<file path="src/rtl/sig_edge_monitor.sv">
// sig_edge_monitor: synchronizes and debounces an asynchronous strobe/status
// line, emits registered rise/fall pulses, counts rising edges in a saturating
// counter and exposes that count to software through a req/ack snapshot.
module sig_edge_monitor #(
  parameter int SYNC_STAGES     = 2,
  parameter int DEBOUNCE_CYCLES = 4,
  parameter int CNT_WIDTH       = 32
) (
  input  logic                 clk,
  input  logic                 rst_n,
  input  logic                 sig_in,
  output logic                 sig_out,
  output logic                 rise_pulse,
  output logic                 fall_pulse,
  input  logic                 clr,
  input  logic                 snap_req,
  output logic                 snap_ack,
  output logic [CNT_WIDTH-1:0] snap_count,
  output logic                 overflow
);

  typedef enum logic {
    IDLE = 1'b0,
    HOLD = 1'b1
  } snap_state_t;

  // Terminal value of the stable counter: reaching it with the input still
  // disagreeing means the new level has held for DEBOUNCE_CYCLES cycles.
  localparam logic [7:0] DEB_LAST = 8'(DEBOUNCE_CYCLES - 1);
  localparam logic [CNT_WIDTH-1:0] CNT_ONE = {{(CNT_WIDTH-1){1'b0}}, 1'b1};

  logic [SYNC_STAGES-1:0] sync_p0;
  logic                   s_sync;
  logic [7:0]             stable_cnt;
  logic                   differ;
  logic                   toggle;
  logic [CNT_WIDTH-1:0]   event_cnt;
  snap_state_t            state;
  snap_state_t            state_nxt;

  assign s_sync = sync_p0[SYNC_STAGES-1];
  assign differ = (s_sync != sig_out);
  assign toggle = differ && (stable_cnt == DEB_LAST);

  // Synchronizer chain: shift the raw input towards s_sync.
  always_ff @(posedge clk or negedge rst_n) begin
    if (!rst_n) begin
      sync_p0 <= '0;
    end else begin
      sync_p0 <= {sync_p0[SYNC_STAGES-2:0], sig_in};
    end
  end

  // Debounce: count consecutive disagreeing cycles, flip the level once the
  // disagreement has persisted long enough, and flag the edge for one cycle.
  always_ff @(posedge clk or negedge rst_n) begin
    if (!rst_n) begin
      stable_cnt <= 8'd0;
      sig_out    <= 1'b0;
      rise_pulse <= 1'b0;
      fall_pulse <= 1'b0;
    end else begin
      rise_pulse <= toggle && !sig_out;
      fall_pulse <= toggle && sig_out;
      if (toggle) begin
        sig_out    <= ~sig_out;
        stable_cnt <= 8'd0;
      end else if (differ) begin
        stable_cnt <= stable_cnt + 8'd1;
      end else begin
        stable_cnt <= 8'd0;
      end
    end
  end

  // Event counter: clr has priority; a rise at all-ones holds the count and
  // latches the sticky overflow flag instead of wrapping.
  always_ff @(posedge clk or negedge rst_n) begin
    if (!rst_n) begin
      event_cnt <= '0;
      overflow  <= 1'b0;
    end else if (clr) begin
      event_cnt <= '0;
      overflow  <= 1'b0;
    end else if (rise_pulse) begin
      if (&event_cnt) begin
        overflow <= 1'b1;
      end else begin
        event_cnt <= event_cnt + CNT_ONE;
      end
    end
  end

  // Snapshot state register.
  always_ff @(posedge clk or negedge rst_n) begin
    if (!rst_n) begin
      state <= IDLE;
    end else begin
      state <= state_nxt;
    end
  end

  // Snapshot next-state: a request is honoured once, and a fresh request
  // needs snap_req to drop first.
  always_comb begin
    state_nxt = state;
    case (state)
      IDLE:    if (snap_req)  state_nxt = HOLD;
      HOLD:    if (!snap_req) state_nxt = IDLE;
      default: state_nxt = IDLE;
    endcase
  end

  // Snapshot register: captures the count (before any coincident increment)
  // on the IDLE->HOLD transition and stays frozen otherwise.
  always_ff @(posedge clk or negedge rst_n) begin
    if (!rst_n) begin
      snap_count <= '0;
    end else if ((state == IDLE) && snap_req) begin
      snap_count <= event_cnt;
    end
  end

  assign snap_ack = (state == HOLD);

endmodule

</file>
<file path="config.mk">
export PLATFORM = sky130hd
export DESIGN_NAME = sig_edge_monitor
export DESIGN_NICKNAME = d
export VERILOG_FILES = /design/src/rtl/sig_edge_monitor.sv
export SDC_FILE = /design/constraint.sdc
export NUM_CORES = 1
export LEC_CHECK = 0
export ABC_AREA = 1
export ABC_CLOCK_PERIOD_IN_PS = 2370
export BUFFER_PORTS_ARGS = -buffer_cell sky130_fd_sc_hd__buf_2
export CAP_MARGIN = 40
export CORE_ASPECT_RATIO = 0.9
export CORE_MARGIN = 2
export CORE_UTILIZATION = 55
export CTS_CLUSTER_DIAMETER = 120
export DETAILED_ROUTE_END_ITERATION = 10
export PLACE_DENSITY = 0.75
export SLEW_MARGIN = 40
export SYNTH_ARGS = -nofsm -noshare
export SYNTH_HDL_FRONTEND = slang
export SYNTH_SLANG_ARGS = --single-unit
</file>
<file path="constraint.sdc">
create_clock -name clk -period 2.37 [get_ports clk]
set_input_delay 0.1185 -clock clk [delete_from_list [all_inputs] [get_ports clk]]
set_output_delay 0.1185 -clock clk [all_outputs]
set_load 0.01 [all_outputs]
</file>
Yosys cells after proc, flatten, opt, wreduce, memory -nomap -nowiden
Index checks and enable logic that the tools add are counted.
{"block": "classes", "add_sub_neg": 2, "eq_ne": 3, "muxes": 9, "n_bitwise": 2, "n_reduce_logical": 10}
{"op": "32-bit two-way mux", "n": 3}
{"op": "32-bit by 1-bit adder with 32-bit output, second input constant", "n": 1}
{"op": "32-bit AND reduction", "n": 1}
{"op": "8-bit two-way mux", "n": 2}
{"op": "8-bit by 1-bit adder with 8-bit output, second input constant", "n": 1}
{"op": "8-bit by 2-bit == test with 1-bit output, second input constant", "n": 1}
{"op": "1-bit logical AND", "n": 4}
{"op": "1-bit two-way mux", "n": 4}
{"op": "2-bit AND reduction", "n": 2}
{"op": "2-bit nonzero test", "n": 2}
{"op": "2-bit != test, second input constant", "n": 1}
{"op": "1-bit NOT", "n": 2}
{"op": "1-bit logical NOT", "n": 1}
{"op": "1-bit != test", "n": 1}
{"block": "word_totals", "register_bits": 79, "input_bits": 5, "out_inout_bits": 37, "word_cells": 35}

Logic depth before layout (Yosys ltp)
Gate-level depths: netlist of the first run.
{"block": "logic_depth", "word_depth": 4, "ltp_mapped": 11, "depth_no_buf": 10}

Least setup slack after synthesis of the first run
OpenSTA, ideal clock, no wires.
{"block": "synth_timing", "kind": "register to register", "startpoint": "register event_cnt[1]", "endpoint": "register event_cnt[10]", "setup_time_ns": 0.116, "arrival_ns": 1.468, "required_time_ns": 2.254, "path_slack_ns": 0.785, "path_stages_with_launch": 12, "n_path_buf": 1, "period_less_slack_ns": 1.585, "cell_sequence": "dfrtp_1 ha_1 nand2_2 nor2_4 nand2_2 nor2_4 nand3_2 nand2_4 inv_2 buf_6 nand2_1 nand2_1"}
{"block": "synth_between", "elab_chain_cells": 4, "elab_cells_between_ends": 7, "cone_classes": "add/sub (1); eq/ne (1); mux (3); reduce/logical (2)"}
{"item": "start: declaration", "line": "37", "source": "logic [CNT_WIDTH-1:0] event_cnt;"}
{"item": "start signal: assignment", "line": "89", "source": "event_cnt <= event_cnt + CNT_ONE;"}
{"item": "32-bit by 1-bit adder with 32-bit output", "line": "89"}
{"item": "32-bit two-way mux", "line": "86", "source": "if (&event_cnt) begin"}
{"item": "32-bit two-way mux", "line": "85", "source": "end else if (rise_pulse) begin"}
{"item": "32-bit two-way mux", "line": "82", "source": "end else if (clr) begin"}
Several ways; a longest one is shown, not always the timed one. The select of a mux whose other input is x is not followed.
A chain may end at the register's enable or synchronous reset.

Worst setup path after layout of the first run
{"block": "layout_timing", "startpoint": "register event_cnt[1]", "endpoint": "register event_cnt[4]"}
The elaborated chain is that of the path after synthesis.

==> results.json, run 1 <==
{
  "status": "finished clean",
  "core_sq_mm": 0.00697,
  "num_rows": 29,
  "clock_path_buffers": 2,
  "worstSkewPairLatency_ns": 0.36,
  "ys_async_sr_fraction_pct": 100,
  "synth_area_leader_cell": "dfrtp_1",
  "fmaxAchievable_mhz": 495,
  "hpwl_mm": 5.95,
  "syn2layout_area_growth_pct": 13.3,
  "clockRootBuffer": "clkbuf_8",
  "synthMostInstantiatedCell": "nand2_1",
  "antenna_found_initial": 0,
  "cts_tree": "yes",
  "slowest_stage": "dfrtp_1",
  "die_h_microns": 83.9,
  "startpoint_type": "register",
  "netlist_area_sq_mm": 0.00390,
  "start_util_pct": 56.1,
  "synth_area_per_cell_sq_um": 7.89,
  "grt_pass1_vias": 3073,
  "layout-drive-gt1-share_pct": 15.8,
  "vdd_drop_max_uv": 660,
  "grt-ovfl-total": 0,
  "h-tree-depth": 3,
  "worstSetupPathType": "reg2reg",
  "tightest_slew_ns": 0.695,
  "path_cells": "ha_1 -> nand2_2 -> nor2_4 -> nand2_2 -> nor2_4 -> nand3_2 -> nand2_4 -> buf_4 -> nand2_1 -> o21ai_0",
  "yosys.area.top_type_share_pct": 50.6,
  "cts_sinks": 79,
  "final_max_slew_viol_count": 0,
  "dp_slack_ns": 0.376,
  "setup_viol": 0,
  "synth_common_cells": "nand2_1, dfrtp_1, nor2_1",
  "ys_top_cells_by_area": "dfrtp_1, nand2_1, nor2_1, nand3_1, o21ai_0",
  "synth_cells": 495,
  "grt_pass1_wl_mm": 14.5,
  "gp_congestion": 0.913,
  "synthDistinctLibCells": 30,
  "p_leak_nw": 2.06,
  "die_area_sq_mm": 0.00779,
  "final_nets": 547,
  "clk_pin_slew_ns": 0.08,
  "portBuffers": 41,
  "drc": 0,
  "yosysWarnings": 0,
  "power_density_mw_per_mm2": 623,
  "wl_per_cell_microns": 12.9,
  "ys.flop_type": "dfrtp_1",
  "grt_util_all_layers_pct": 23.6,
  "synth_seq_area_share_pct": 50.6,
  "hp-class": "in2reg",
  "reg2reg_slack_ns": 0.35,
  "endpoint_kind": "register",
  "grt_max_degree": 80,
  "vias": 3273,
  "via_per_inst": 5.13,
  "nFillCells": 623,
  "maxCapViolCount": 0,
  "drt_iter0_drc": 253,
  "ant_nets": 0,
  "dr.pass1.iters": 4,
  "fin_worst_skew_ns": 0.00568,
  "synth_nets": 502,
  "tns_ns": 0,
  "min_period_over_period_pct": 85.2,
  "period_needed_ns": 2.02,
  "critPathMaxStageDelay_ns": 0.39,
  "rsz0062_at_grt": "no",
  "wl_mm": 8.24,
  "cp.arrival_ns": 2.28,
  "path_max_fanout": 33,
  "chipWidth_microns": 92.8,
  "synth_edf_count": 0,
  "final-hold-violation-count": 0,
  "ios": 42,
  "timing.hold.ws_ns": 0.0449,
  "required_ns": 2.64,
  "numCtsBuffers": 9,
  "slew_headroom_pct": 53.7,
  "timing.final.ws_setup_ns": 0.350,
  "ys_ff_latch": 79,
  "antenna_cells": 0
}
critical path, delay by kind of cell (launching register included):
kind	cells	cell delay, ns
AOI/OAI and AO/OA	1	0.08
adders and majority gates	1	0.22
buffers and inverters	1	0.23
DFF	1	0.39
and+or+nand+nor	7	1.00
final cells by class:
class / count / area [sq um] / area share, %
flip-flops and latches: 79 / 1980 / 44.7
multi-input cells: 365 / 1710 / 38.7
repair buffers: 48 / 272 / 6.14
inverters: 37 / 139 / 3.14
clock buffers: 10 / 138 / 3.11
well taps: 93 / 116 / 2.63
clock inverters: 6 / 68.8 / 1.56
layout by cell type, fill, tap and decap left out, drive strengths merged:
cell,n
and3,1
and2,1
nor3,2
bufinv,1
nand4,1
clkbuf,10
nor3b,2
o211ai,1
clkinv,3
a21oi,10
dlygate4sd3,3
ha,2
mux2,12
inv,38
nand2,165
buf,45
nand3b,1
xnor2,2
o21ai,54
dfrtp,79
nand3,36
nor2,67
or2,2
xor2,6
clkinvlp,1
flip-flops by register name, indices dropped and copies added (netlist names):
register,count
event_cnt,32
snap_count,32
stable_cnt,8
sync_p0,2
fall_pulse,1
overflow,1
rise_pulse,1
sig_out,1
snap_ack,1
per-stage QoR:
stage	instances	power (mW)	utilization (%)	instance area [sq um]
2_1_floorplan	495	1.67	-	3910
3_3_place_gp	619	1.75	60.0	4180
3_5_place_dp	619	1.76	60.1	4190
4_1_cts	638	2.79	63.5	4420
5_1_grt	638	2.89	63.5	4420
6_report	638	2.76	63.5	4420
power by group:
part           switching [mW]  total (mW)  internal, mW  leakage (nW)
sequential             0.0497        1.45          1.41          1.09
combinational           0.183       0.280        0.0971         0.871
clock                   0.502        1.02         0.520         0.103
routing by layer:
metal | vias to the layer above | wire length, microns | track usage, %
met2 | 112 | 3500 | 34.1
met3 | 10 | 633 | 5.78
met1 | 1475 | 3990 | 34.9
met4 | 0 | 114 | 7.62
li1 | 1676 | - | -
met5 | - | 0 | 0
logic make-up (layout without fill, tap and decap cells):
logic type | Yosys count | after routing | synth area share, %
AO/OA/AOI/OAI | 65 | 65 | 8.39
flip-flops | 79 | 79 | 50.6
buffers and inverters | 51 | 101 | 5.51
XOR/XNOR | 8 | 8 | 1.79
AND/OR/NAND/NOR | 278 | 278 | 29.6
adder cells (fa/ha/maj) | 2 | 2 | 0.641
multiplexers | 12 | 12 | 3.46
worst paths after layout:
kind,from,to,cells after the start
worst max-delay path,event_cnt[1],event_cnt[4],10
worst min-delay path,clr,overflow,2
worst max register to register,event_cnt[1],event_cnt[4],10
worst min register to register,sync_p0[0],sync_p0[1],0
max in group asynchronous,rst_n,snap_count[28],2
min in group asynchronous,rst_n,fall_pulse,2
repair_timing:
| action | in CTS | in global routing |
|---|---|---|
| hold buffers | 3 | 0 |
| endpoints found under the setup margin | 0 | 0 |
| resized for setup | 0 | 0 |
| buffers inserted | 0 | 0 |
| hold endpoints to repair | 81 | 0 |
(Power assumes the default switching activity.)
==> run 2, diff against run 1 <==
- RECOVER_POWER: unset -> 50
==> run 2 against run 1 <==
Compared with the run above: the flow now finishes with violations (capacitance limit, slew limit); combinational power decreased by 1%; sequential power is essentially flat; largest cell class unchanged; critical path depth unchanged; via count down 0.21%; setup slack got worse by 0.0045 ns; maximum frequency shrank 0.22%; die area is the same; flip-flop and latch count did not move.
==> results.json, run 2 (synthesized netlist as in run 1, its figures left out) <==
{
  "status": "complete, but fails checks",
  "violations": "capacitance limit, slew limit",
  "place_area_sq_mm": 0.00419,
  "drc": 0,
  "path_cells": "ha_1 -> nand2_2 -> nor2_4 -> nand2_2 -> nor2_4 -> nand3_2 -> nand2_4 -> buf_4 -> nand2_1 -> o21ai_0",
  "grt_pass1_vias": 3073,
  "min_period_over_period_pct": 85.4,
  "final_cells": 638,
  "hpwl_mm": 5.95,
  "portBuffers": 41,
  "antenna_cells": 0,
  "worst-path-buf-inv": 1,
  "grt_util_all_layers_pct": 23.6,
  "cp.arrival_ns": 2.30,
  "nFillCells": 632,
  "die_h_microns": 83.9,
  "cts_setup_buffers": 0,
  "layout-drive-gt1-share_pct": 13.0,
  "final_max_slew_viol_count": 80,
  "tightest_slew_ns": 1.73,
  "rsz0062_at_grt": "no",
  "final_util_pct": 63.1,
  "die_area_sq_mm": 0.00779,
  "drt_iter0_drc": 260,
  "gp_congestion": 0.913,
  "via_per_inst": 5.12,
  "p_total_mw": 2.76,
  "hp-class": "in2reg",
  "grt_pass1_wl_mm": 14.5,
  "numCtsBuffers": 9,
  "reg_top3": "event_cnt x32, snap_count x32, stable_cnt x8",
  "antenna_found_initial": 0,
  "cpLargestDelayFamily": "simple AND/OR/NAND/NOR gates",
  "wl_per_cell_microns": 12.9,
  "maxCapViolCount": 1,
  "dpl.cell_count": 619,
  "dr.pass1.iters": 5,
  "grt-ovfl-total": 0,
  "cts_tree": "yes",
  "endpoint_kind": "register",
  "critPathMaxStageDelay_ns": 0.39,
  "final_common_cell": "nand2_1",
  "start_util_pct": 56.1,
  "grt_max_degree": 80,
  "vias": 3266,
  "period_needed_ns": 2.02,
  "clk_pin_slew_ns": 0.08,
  "ios": 42,
  "worstSkewPairLatency_ns": 0.36,
  "p_leak_nw": 2.00,
  "hold_buffers": 3,
  "cts_sinks": 79,
  "vdd_drop_max_uv": 661,
  "path_max_fanout": 33,
  "h-tree-depth": 3,
  "worstSetupPathType": "reg2reg",
  "slowest_stage": "dfrtp_1",
  "mostFrequentLayoutCells": "nand2_1, dfrtp_1, nor2_1",
  "tns_ns": 0,
  "clockRootBuffer": "clkbuf_8",
  "required_ns": 2.64,
  "fin_worst_skew_ns": 0.00485,
  "core_sq_mm": 0.00697,
  "setup_viol": 0,
  "chipWidth_microns": 92.8,
  "final-hold-violation-count": 0,
  "cts_resized": 0,
  "power_density_mw_per_mm2": 628,
  "final_area_sq_mm": 0.00440,
  "clock_path_buffers": 2,
  "fmaxAchievable_mhz": 494,
  "final_nets": 547,
  "syn2layout_area_growth_pct": 12.6,
  "ant_nets": 0,
  "num_rows": 29,
  "startpoint_type": "register",
  "wl_mm": 8.25,
  "slew_headroom_pct": -15.0
}
-- run 2: cell count changes in the layout (fill, tap and decap cells not counted) --
cell and delta:
clkbuf_1 +15, buf_2 -14, buf_6 -1
-- run 2: layer usage --
metal / track usage, % / share of wire [%]
met1: 34.9 / 49
met2: 34.1 / 42
met3: 5.78 / 7.5
met4: 7.62 / 1.6
met5: 0 / 0
-- run 2: layout make-up --
class                      count  area (sq um)  share of cell area, %
clock inverter                 6          68.8                   1.56
timing repair buffer          48           246                   5.60
sequential                    79          1980                   45.0
clock buffer                  10           138                   3.13
inverter                      37           139                   3.16
tap                           93           116                   2.65
multi-input combinational    365          1710                   38.9
-- run 2: stage by stage --
step | worst slack [ns] | hold WS, ns
after detailed placement | 0.376 | 0.199
after floorplan | 0.785 | -0.177
final | 0.346 | 0.0375
after global routing | 0.168 | 0.0744
after global placement | 0.447 | 0.227
after CTS | 0.360 | 0.0381
-- run 2: worst paths after layout --
check / slack [ns] / depth (start not counted) / from / to
hold reg to reg: 0.36 / 0 / sync_p0[0] / sync_p0[1]
setup reg to reg: 0.35 / 10 / event_cnt[1] / event_cnt[4]
hold / removal: 0.04 / 2 / clr / overflow
min in group asynchronous: 0.77 / 2 / rst_n / stable_cnt[7]
setup / recovery: 0.35 / 10 / event_cnt[1] / event_cnt[4]
max in group asynchronous: 0.59 / 2 / rst_n / snap_count[28]
-- run 2: power by group --
group	internal, mW	switching [mW]
clock network	0.520	0.510
logic	0.0932	0.182
registers	1.41	0.0501
